==> config.mk <==
export PLATFORM = sky130hd
export DESIGN_NAME = digit_entry_controller
export DESIGN_NICKNAME = d
export VERILOG_FILES = /design/src/rtl/digit_entry_controller.sv
export SDC_FILE = /design/constraint.sdc
export NUM_CORES = 1
export LEC_CHECK = 0
export CAP_MARGIN = 10
export CORE_AREA = 2 2 101 103
export DETAILED_ROUTE_END_ITERATION = 6
export DIE_AREA = 0 0 103 105
export PLACE_DENSITY = 0.63
export SLEW_MARGIN = 20
export SYNTH_ARGS = -nofsm -noshare
export SYNTH_HDL_FRONTEND = slang
export SYNTH_SLANG_ARGS = --single-unit
==> constraint.sdc <==
create_clock -name clk_db -period 7.1 [get_ports clk_db]
set_input_delay 1.065 -clock clk_db [delete_from_list [all_inputs] [get_ports clk_db]]
set_output_delay 1.065 -clock clk_db [all_outputs]
set_load 0.005 [all_outputs]
==> src/rtl/digit_entry_controller.sv <==
// Multi-digit decimal operand entry driven by short/long press pulses, with
// serial BCD-to-binary conversion and a valid/ack handoff. Optional: CURSOR_BLINK_EN.
`timescale 1ns/1ps
module digit_entry_controller #(
   parameter int NUM_DIGITS = 4,
   parameter int VALUE_W    = 14,
   parameter int BLINK_HALF = 50
) (
   input  logic                          clk_db,
   input  logic                          rst,
   input  logic                          short_press,
   input  logic                          long_press,
   input  logic                          clear,
   input  logic                          operand_ack,
   output logic [4*NUM_DIGITS-1:0]       digits_bcd,
   output logic [$clog2(NUM_DIGITS)-1:0] cursor,
   output logic [VALUE_W-1:0]            operand,
   output logic                          operand_valid,
   output logic                          busy,
   output logic                          cursor_blink
);

   localparam int CUR_W = $clog2(NUM_DIGITS);
   localparam int IDX_W = $clog2(NUM_DIGITS + 1);

   typedef enum logic [1:0] {ENTRY, CONV, VALID} state_t;
   typedef logic [3:0] digit_t;

   if (NUM_DIGITS < 2 || NUM_DIGITS > 8) begin : g_bad_digits
      $error("NUM_DIGITS must be in 2..8");
   end
   if ((64'd1 << VALUE_W) < 64'(10 ** NUM_DIGITS)) begin : g_bad_width
      $error("VALUE_W too narrow for NUM_DIGITS decimal digits");
   end
   if (BLINK_HALF < 1) begin : g_bad_blink
      $error("BLINK_HALF must be at least 1");
   end

   state_t             state_q, state_d;
   digit_t             digits_q [NUM_DIGITS];
   digit_t             digits_d [NUM_DIGITS];
   logic [CUR_W-1:0]   cursor_q, cursor_d;
   logic [IDX_W-1:0]   idx_q, idx_d;
   logic [VALUE_W-1:0] acc_q, acc_d;
   logic [VALUE_W-1:0] operand_q, operand_d;
   logic               valid_q, valid_d;
   logic               busy_q;
   digit_t             conv_digit;
   logic [VALUE_W-1:0] acc_next;

   // NOTE: the digit file is a handful of flops, not a RAM, so it is reset
   // with everything else; only true memory arrays should skip reset.
   // NOTE: sequential state uses non-blocking assignments so every register
   // samples the pre-edge values regardless of statement order.
   always_ff @(posedge clk_db or posedge rst) begin
      if (rst) begin
         state_q   <= ENTRY;
         digits_q  <= '{default: '0};
         cursor_q  <= '0;
         idx_q     <= '0;
         acc_q     <= '0;
         operand_q <= '0;
         valid_q   <= 1'b0;
         busy_q    <= 1'b0;
      end else begin
         state_q   <= state_d;
         digits_q  <= digits_d;
         cursor_q  <= cursor_d;
         idx_q     <= idx_d;
         acc_q     <= acc_d;
         operand_q <= operand_d;
         valid_q   <= valid_d;
         busy_q    <= (state_d != ENTRY);
      end
   end

   // Multiply-by-ten as shift-and-add, truncated to the operand width.
   always_comb begin
      conv_digit = '0;
      for (int i = 0; i < NUM_DIGITS; i++) begin
         if (idx_q == IDX_W'(i)) conv_digit = digits_q[i];
      end
      acc_next = (acc_q << 3) + (acc_q << 1) + {{(VALUE_W-4){1'b0}}, conv_digit};
   end

   // NOTE: every target gets a hold-value default up front, so no path
   // through the case leaves a signal unassigned and no latch is inferred.
   always_comb begin
      state_d   = state_q;
      digits_d  = digits_q;
      cursor_d  = cursor_q;
      idx_d     = idx_q;
      acc_d     = acc_q;
      operand_d = operand_q;
      valid_d   = valid_q;
      if (clear) begin
         state_d  = ENTRY;
         digits_d = '{default: '0};
         cursor_d = '0;
         valid_d  = 1'b0;
      end else begin
         case (state_q)
            ENTRY: begin
               if (long_press) begin
                  if (cursor_q == CUR_W'(NUM_DIGITS - 1)) begin
                     state_d = CONV;
                     idx_d   = '0;
                     acc_d   = '0;
                  end else begin
                     cursor_d = cursor_q + CUR_W'(1);
                  end
               end else if (short_press) begin
                  for (int i = 0; i < NUM_DIGITS; i++) begin
                     if (cursor_q == CUR_W'(i))
                        digits_d[i] = (digits_q[i] == 4'd9) ? 4'd0 : digits_q[i] + 4'd1;
                  end
               end
            end
            CONV: begin
               // One extra cycle after the last digit publishes the result.
               if (idx_q == IDX_W'(NUM_DIGITS)) begin
                  operand_d = acc_q;
                  valid_d   = 1'b1;
                  state_d   = VALID;
               end else begin
                  acc_d = acc_next;
                  idx_d = idx_q + IDX_W'(1);
               end
            end
            VALID: begin
               if (operand_ack) begin
                  valid_d  = 1'b0;
                  digits_d = '{default: '0};
                  cursor_d = '0;
                  state_d  = ENTRY;
               end
            end
            default: state_d = ENTRY;
         endcase
      end
   end

   always_comb begin
      for (int i = 0; i < NUM_DIGITS; i++) begin
         digits_bcd[4*(NUM_DIGITS-1-i) +: 4] = digits_q[i];
      end
      cursor        = cursor_q;
      operand       = operand_q;
      operand_valid = valid_q;
      busy          = busy_q;
   end

`ifdef CURSOR_BLINK_EN
   localparam int CNT_W = $clog2(BLINK_HALF + 1);

   logic [CNT_W-1:0] blink_cnt_q, blink_cnt_d;
   logic             blink_q, blink_d;

   always_ff @(posedge clk_db or posedge rst) begin
      if (rst) begin
         blink_cnt_q <= '0;
         blink_q     <= 1'b1;
      end else begin
         blink_cnt_q <= blink_cnt_d;
         blink_q     <= blink_d;
      end
   end

   // Any user activity or leaving ENTRY restarts the blink with the digit shown.
   always_comb begin
      blink_cnt_d = blink_cnt_q + CNT_W'(1);
      blink_d     = blink_q;
      if (clear || state_q != ENTRY || short_press || long_press) begin
         blink_cnt_d = '0;
         blink_d     = 1'b1;
      end else if (blink_cnt_q == CNT_W'(BLINK_HALF - 1)) begin
         blink_cnt_d = '0;
         blink_d     = ~blink_q;
      end
   end

   assign cursor_blink = blink_q;
`else
   assign cursor_blink = 1'b1;
`endif

endmodule

# --- Word level (Yosys, flattened, before mapping) ---
# Cells that the tools add are included.
classes:
  n_bitwise: 1
  add_sub_neg: 8
  mux: 40
  n_reduce_logical: 15
  eq_ne: 26
ops:
  columns: ["cell", "n"]
  rows:
  - ["2-to-1 mux 16 bit", 4]
  - ["2-to-1 mux 4 bit", 12]
  - ["2-to-1 mux 14 bit", 3]
  - ["case mux 16 bit (2 select lines)", 1]
  - ["!= test 3 bit (second input constant)", 10]
  - ["case mux 14 bit (2 select lines)", 1]
  - ["AND reduction 5 bit", 5]
  - ["2-to-1 mux 2 bit", 9]
  - ["adder 4 x 1 -> 4 bit (second input constant)", 4]
  - ["equality test 4 bit (second input constant)", 4]
  - ["adder 14 bit", 1]
  - ["adder 14 x 4 -> 14 bit", 1]
  - ["2-to-1 mux 3 bit", 3]
  - ["equality test 2 bit (second input constant)", 3]
  - ["equality test 3 x 2 -> 1 bit (second input constant)", 2]
  - ["!= test 2 bit (second input constant)", 3]
  - ["case mux 2 bit (3 select lines)", 1]
  - ["case mux 3 bit (2 select lines)", 1]
  - ["AND reduction 3 bit", 2]
  - ["nonzero test 3 bit", 2]
  - ["equality test 2 x 1 -> 1 bit (second input constant)", 2]
  - ["zero test 2 bit", 2]
  - ["case mux 2 bit (2 select lines)", 1]
  - ["AND reduction 4 bit", 1]
  - ["9 further kinds", 12]
totals:
  out_inout_bits: 35
  regBits: 53

# --- Logic depth before layout (Yosys ltp) ---
depth:
  word_depth: 8
  ltp_mapped: 15

# --- Worst setup path after synthesis ---
# Ideal clock, no wire load.
synth_timing:
  path_type: "reg2reg"
  from: "register idx_q[1]"
  to: "register acc_q[10]"
  path_buffers: 1
  setup_time_ns: 0.134
  path_stages_with_launch: 16
  period_less_slack_ns: 3.024
  t_arrival_ns: 2.889
  path_slack_ns: 4.076
  t_required_ns: 6.966
  cell_sequence: "dfrtp_1 inv_1 ha_1 clkbuf_1 nor2_1 a21oi_1 o21ai_0 a22o_1 ha_1 ha_1 fa_1 a21oi_1 o211ai_1 a31oi_1 xor2_1 o21ai_0"
synth_between:
  elab_chain_len: 8
  word_cells_on_any_way: 14
  cone_classes: "add/sub: 1; eq/ne: 5; mux: 6; reduce/logical: 2"
synth_lines:
  columns: ["element", "line", "rtl"]
  rows:
  - ["start: declaration", "43", "logic [IDX_W-1:0] idx_q, idx_d;"]
  - ["start signal: assignment", "69", "idx_q <= idx_d;"]
  - ["zero test 3 bit", "81", "if (idx_q == IDX_W'(i)) conv_digit = digits_q[i];"]
  - ["2-to-1 mux 4 bit (4 in series)", "81", null]
  - ["adder 14 x 4 -> 14 bit", "83", "acc_next = (acc_q << 3) + (acc_q << 1) + {{(VALUE_W-4){1'b0}}, conv_digit};"]
  - ["2-to-1 mux 14 bit", "121", "if (idx_q == IDX_W'(NUM_DIGITS)) begin"]
  - ["case mux 14 bit (2 select lines)", "102", "case (state_q)"]
  - ["end signal: assignment", "61", "acc_q <= '0;"]
  - ["end signal: assignment", "70", "acc_q <= acc_d;"]
  - ["end: declaration", "44", "logic [VALUE_W-1:0] acc_q, acc_d;"]
# Several ways; a longest one is shown, not always the timed one. The select of a mux whose other input is x is not followed.
# A chain may end at the register's enable or synchronous reset.

# --- Final worst setup path ---
layout_timing:
  from: "register idx_q[0]"
  to: "register acc_q[10]"
# Same word-level chain as after synthesis.

==> summary.md <==
| Metric | Value |
|---|---|
| Vias per cell | 4.98 |
| Final worst slack | 3.74 ns |
| CP Class | reg -> reg |
| Crit-path max FO | 6 |
| IO Count | 41 |
| Met1 Track Usage GR | 18.8% |
| Total CTS buffers | 5 |
| First-pass GRT wire length | 12.2 mm |
| Layout cells sized above 1 | 11.5% |
| Placed cell area | 3860 sq um |
| Main synth FF type | dfrtp_1 |
| Status | complete, no violations |
| Via count | 2526 |
| Final antenna-violating net count | 0 |
| Avg Synthesized Cell Area | 10.0 sq um |
| Async set-reset flop share out of synthesis | 100% |
| Crit-path max cell delay | 0.49 ns |
| CTS tree | yes |
| Worst-Margin Slew | 0.687 ns |
| Post-layout power | 920 uW |
| TritonRoute pass-1 iters | 4 |
| Gate power share | 35.8% |
| Synthesized area | 3330 sq um |
| Crit path cell chain | inv_1 > ha_1 > nand2_1 > nor2_1 > a21oi_1 > o21ai_0 > a22oi_1 > fa_1 > inv_1 > fa_1 > a21oi_1 > o211ai_1 > a31oi_1 > xor2_1 > o21ai_0 |
| Final net count | 420 |
| Worst setup EP type | register |
| Worst EP arrival | 3.54 ns |
| Die Span Y | 105 um |
| Routed WL | 6.78 mm |
| Port buffer count | 39 |
| Max Freq | 298 MHz |
| Hold_sp | operand[3] |
| N_diodes | 0 |
| Max_cap viols | 0 |
| Sequential group share of total power | 44.4% |
| Layout Cells excl Fill | 507 |
| Placement Setup Slack | 3.77 ns |
| Clock root buffer | clkbuf_8 |
| Filler cells | 972 |
| Largest net degree at the start of global routing | 54 |
| Clock power share | 19.8% |
| Slew Viols, Final | 0 |
| Vias in the first global route | 2653 |
| # resized after CTS | 0 |
| CTS sink count | 53 |
| CP startpoint | idx_q[0] |
| Sw power | 339 uW |
| Routed WL per cell | 13.4 um |
| Startpoint Class | register |
| Setup Buffers After CTS | 0 |
| Setup violators final | 0 |
| Worst skew pair latency | 0.31 ns |
| Row cnt | 36 |
| Worst-case vdd ir drop | 0.000137 V |
| Total die area | 10800 sq um |
| Seq/Total Area, Yosys | 39.8% |
| DIE WIDTH | 103 um |
| Sw frac | 36.8% |
| Initial Util | 34.6% |
| Gr ovfl total | 0 |
| Core Box Area | 9640 sq um |
| Area grow syn2layout | 18.8% |
| Clk pin slew, worst setup/hold paths | 0.10 ns |
| Iter 0 DRT Violations | 98 |
| Met3 Use GR | 2.41% |
| Hold Buf Count CTS | 0 |
| Cell family with most CP delay | adder cells |
| Pwr Density | 232 nW/um^2 |
| Synth cell types | 48 |
| Ys Warns | 0 |
| Worst Skew | 0.00938 ns |
| Hold Vio Cnt, Final | 0 |
| Leakage | 1.89 nW |
| Multi-input gate area | 1860 sq um |
| FF-to-FF Start | idx_q[0] |
| Required time worst endpoint | 7.28 ns |
| DRC errors left | 0 |
| Crit-path slowest cell | fa_1 |
| Total negative slack | 0 ns |
| Met2 usage | 22.4% |
| Flops & latches, synth | 53 |
| Maximum buffer depth of the clock tree | 2 |
| Post-synth EDFFs | 0 |
| Min Clock Period, post-route | 3.36 ns |
| H-tree levels | 2 |
| Initial antenna violation count | 0 |
| DP HPWL | 4.94 mm |
| Unrepaired setup endpoints after global routing | false |
| Gr busiest metal | met2 |
| Worst Path Buf+Inv | 2 |
| RD Place Congestion | 0.806 |
| Internal | 581 uW |
| Hold crit path type | reg -> reg |
| Period Utilization, post-route | 47.3% |
| All-Layer GR Usage | 13.7% |
| Post-synthesis cell count | 333 |
| Cells after DPL | 499 |
| Post-synth net total | 380 |
| Seq. cell area | 1330 sq um |
| Slew headroom | 53.7% |
| Fin area | 3960 sq um |
[through the flow]
stage               utilization (%)  hold WS [ns]
finish                         41.1         0.500
detailed placement             40.1         0.484
global placement               40.1         0.480
CTS                            41.1         0.508
floorplan                         -         0.456
global route                   41.1         0.521
[cells by family after synthesis]
kind of cell / after synthesis / synth area share (%)
AO/OA/AOI/OAI: 93 / 19.2
XOR/XNOR: 9 / 2.37
adder cells (fa/ha/maj): 41 / 15.8
buffers and inverters: 35 / 4.39
flip-flops: 53 / 39.8
multiplexers: 16 / 5.37
other: 1 / 0.113
AND/OR/NAND/NOR: 85 / 12.9
[synth_stat cells, drive strengths merged (2+ instances only)]
cell type,number,area [sq um]
o21bai,5,37.5
nand3,10,50.1
o21ai,24,120
fa,2,40.0
or4,4,45.0
a21o,9,67.6
ha,39,488
o22ai,6,62.6
nor4,5,37.5
a22o,5,43.8
clkbuf,4,15.0
a21oi,20,111
a22oi,2,15.0
nand2,40,153
o31ai,5,37.5
xnor2,4,35.0
nor2,10,37.5
and3,2,12.5
a211oi,3,22.5
mux2,15,169
buf,5,33.8
xor2,5,43.8
o21a,3,22.5
nand2b,2,12.5
inv,26,97.6
dfrtp,53,1330
nor3,6,30.0
a31oi,3,18.8
o211ai,7,72.6
[sequential cells by signal, indices dropped and copies added (netlist names)]
register	cells
digits_bcd	16
state_q	2
busy	1
idx_q	3
operand_valid	1
cursor	2
acc_q	14
operand	14
[layout by cell type (no fill, tap or decap), drive strengths merged, types with 2 or more instances in the layout]
master	Yosys	final
nand2b	2	2
xor2	5	5
dfrtp	53	53
a22oi	2	2
nor2	10	10
a21o	9	9
o21bai	5	5
clkinv	0	2
o21ai	24	24
ha	39	39
o31ai	5	5
a22o	5	5
a21oi	20	20
buf	5	3
inv	26	26
o211ai	7	7
a211oi	3	3
fa	2	2
nand2	40	40
xnor2	4	4
and3	2	2
nor3	6	6
nand3	10	10
or4	4	4
o21a	3	3
a31oi	3	3
mux2	15	15
nor4	5	5
clkdlybuf4s50	0	39
o22ai	6	6
clkbuf	4	6
[power by group through the flow]
stage               registers, mW  clock network [mW]  logic (mW)
floorplan                   0.398                   0       0.228
global placement            0.413                   0       0.323
detailed placement          0.415                   0       0.332
CTS                         0.409               0.192       0.334
global route                0.419               0.204       0.384
finish                      0.409               0.182       0.329
[final cells by class]
cell class              count  area share [%]
inverters                  26            2.47
flip-flops and latches     53            33.5
repair buffers             42            10.4
clock inverters             2           0.348
multi-input cells         245            47.0
clock buffers               6            2.09
well taps                 133            4.20
[per-layer routing]
metal / part of all wire (%) / vias up
li1: - / 1272
met1: 50 / 1209
met2: 46 / 36
met3: 2.6 / 9
met4: 1.2 / 0
met5: 0 / -
[final timing paths]
| kind | to | slack [ns] | cells after the start |
|---|---|---|---|
| hold / removal | operand[3] | 0.50 | 1 |
| setup reg to reg | acc_q[10] | 3.74 | 15 |
| min in group asynchronous | operand[11] | 1.25 | 3 |
| hold reg to reg | operand[3] | 0.50 | 1 |
| setup / recovery | acc_q[10] | 3.74 | 15 |
| max in group asynchronous | cursor[0] | 5.40 | 3 |
Note: power is estimated with default switching activity, not from simulation.
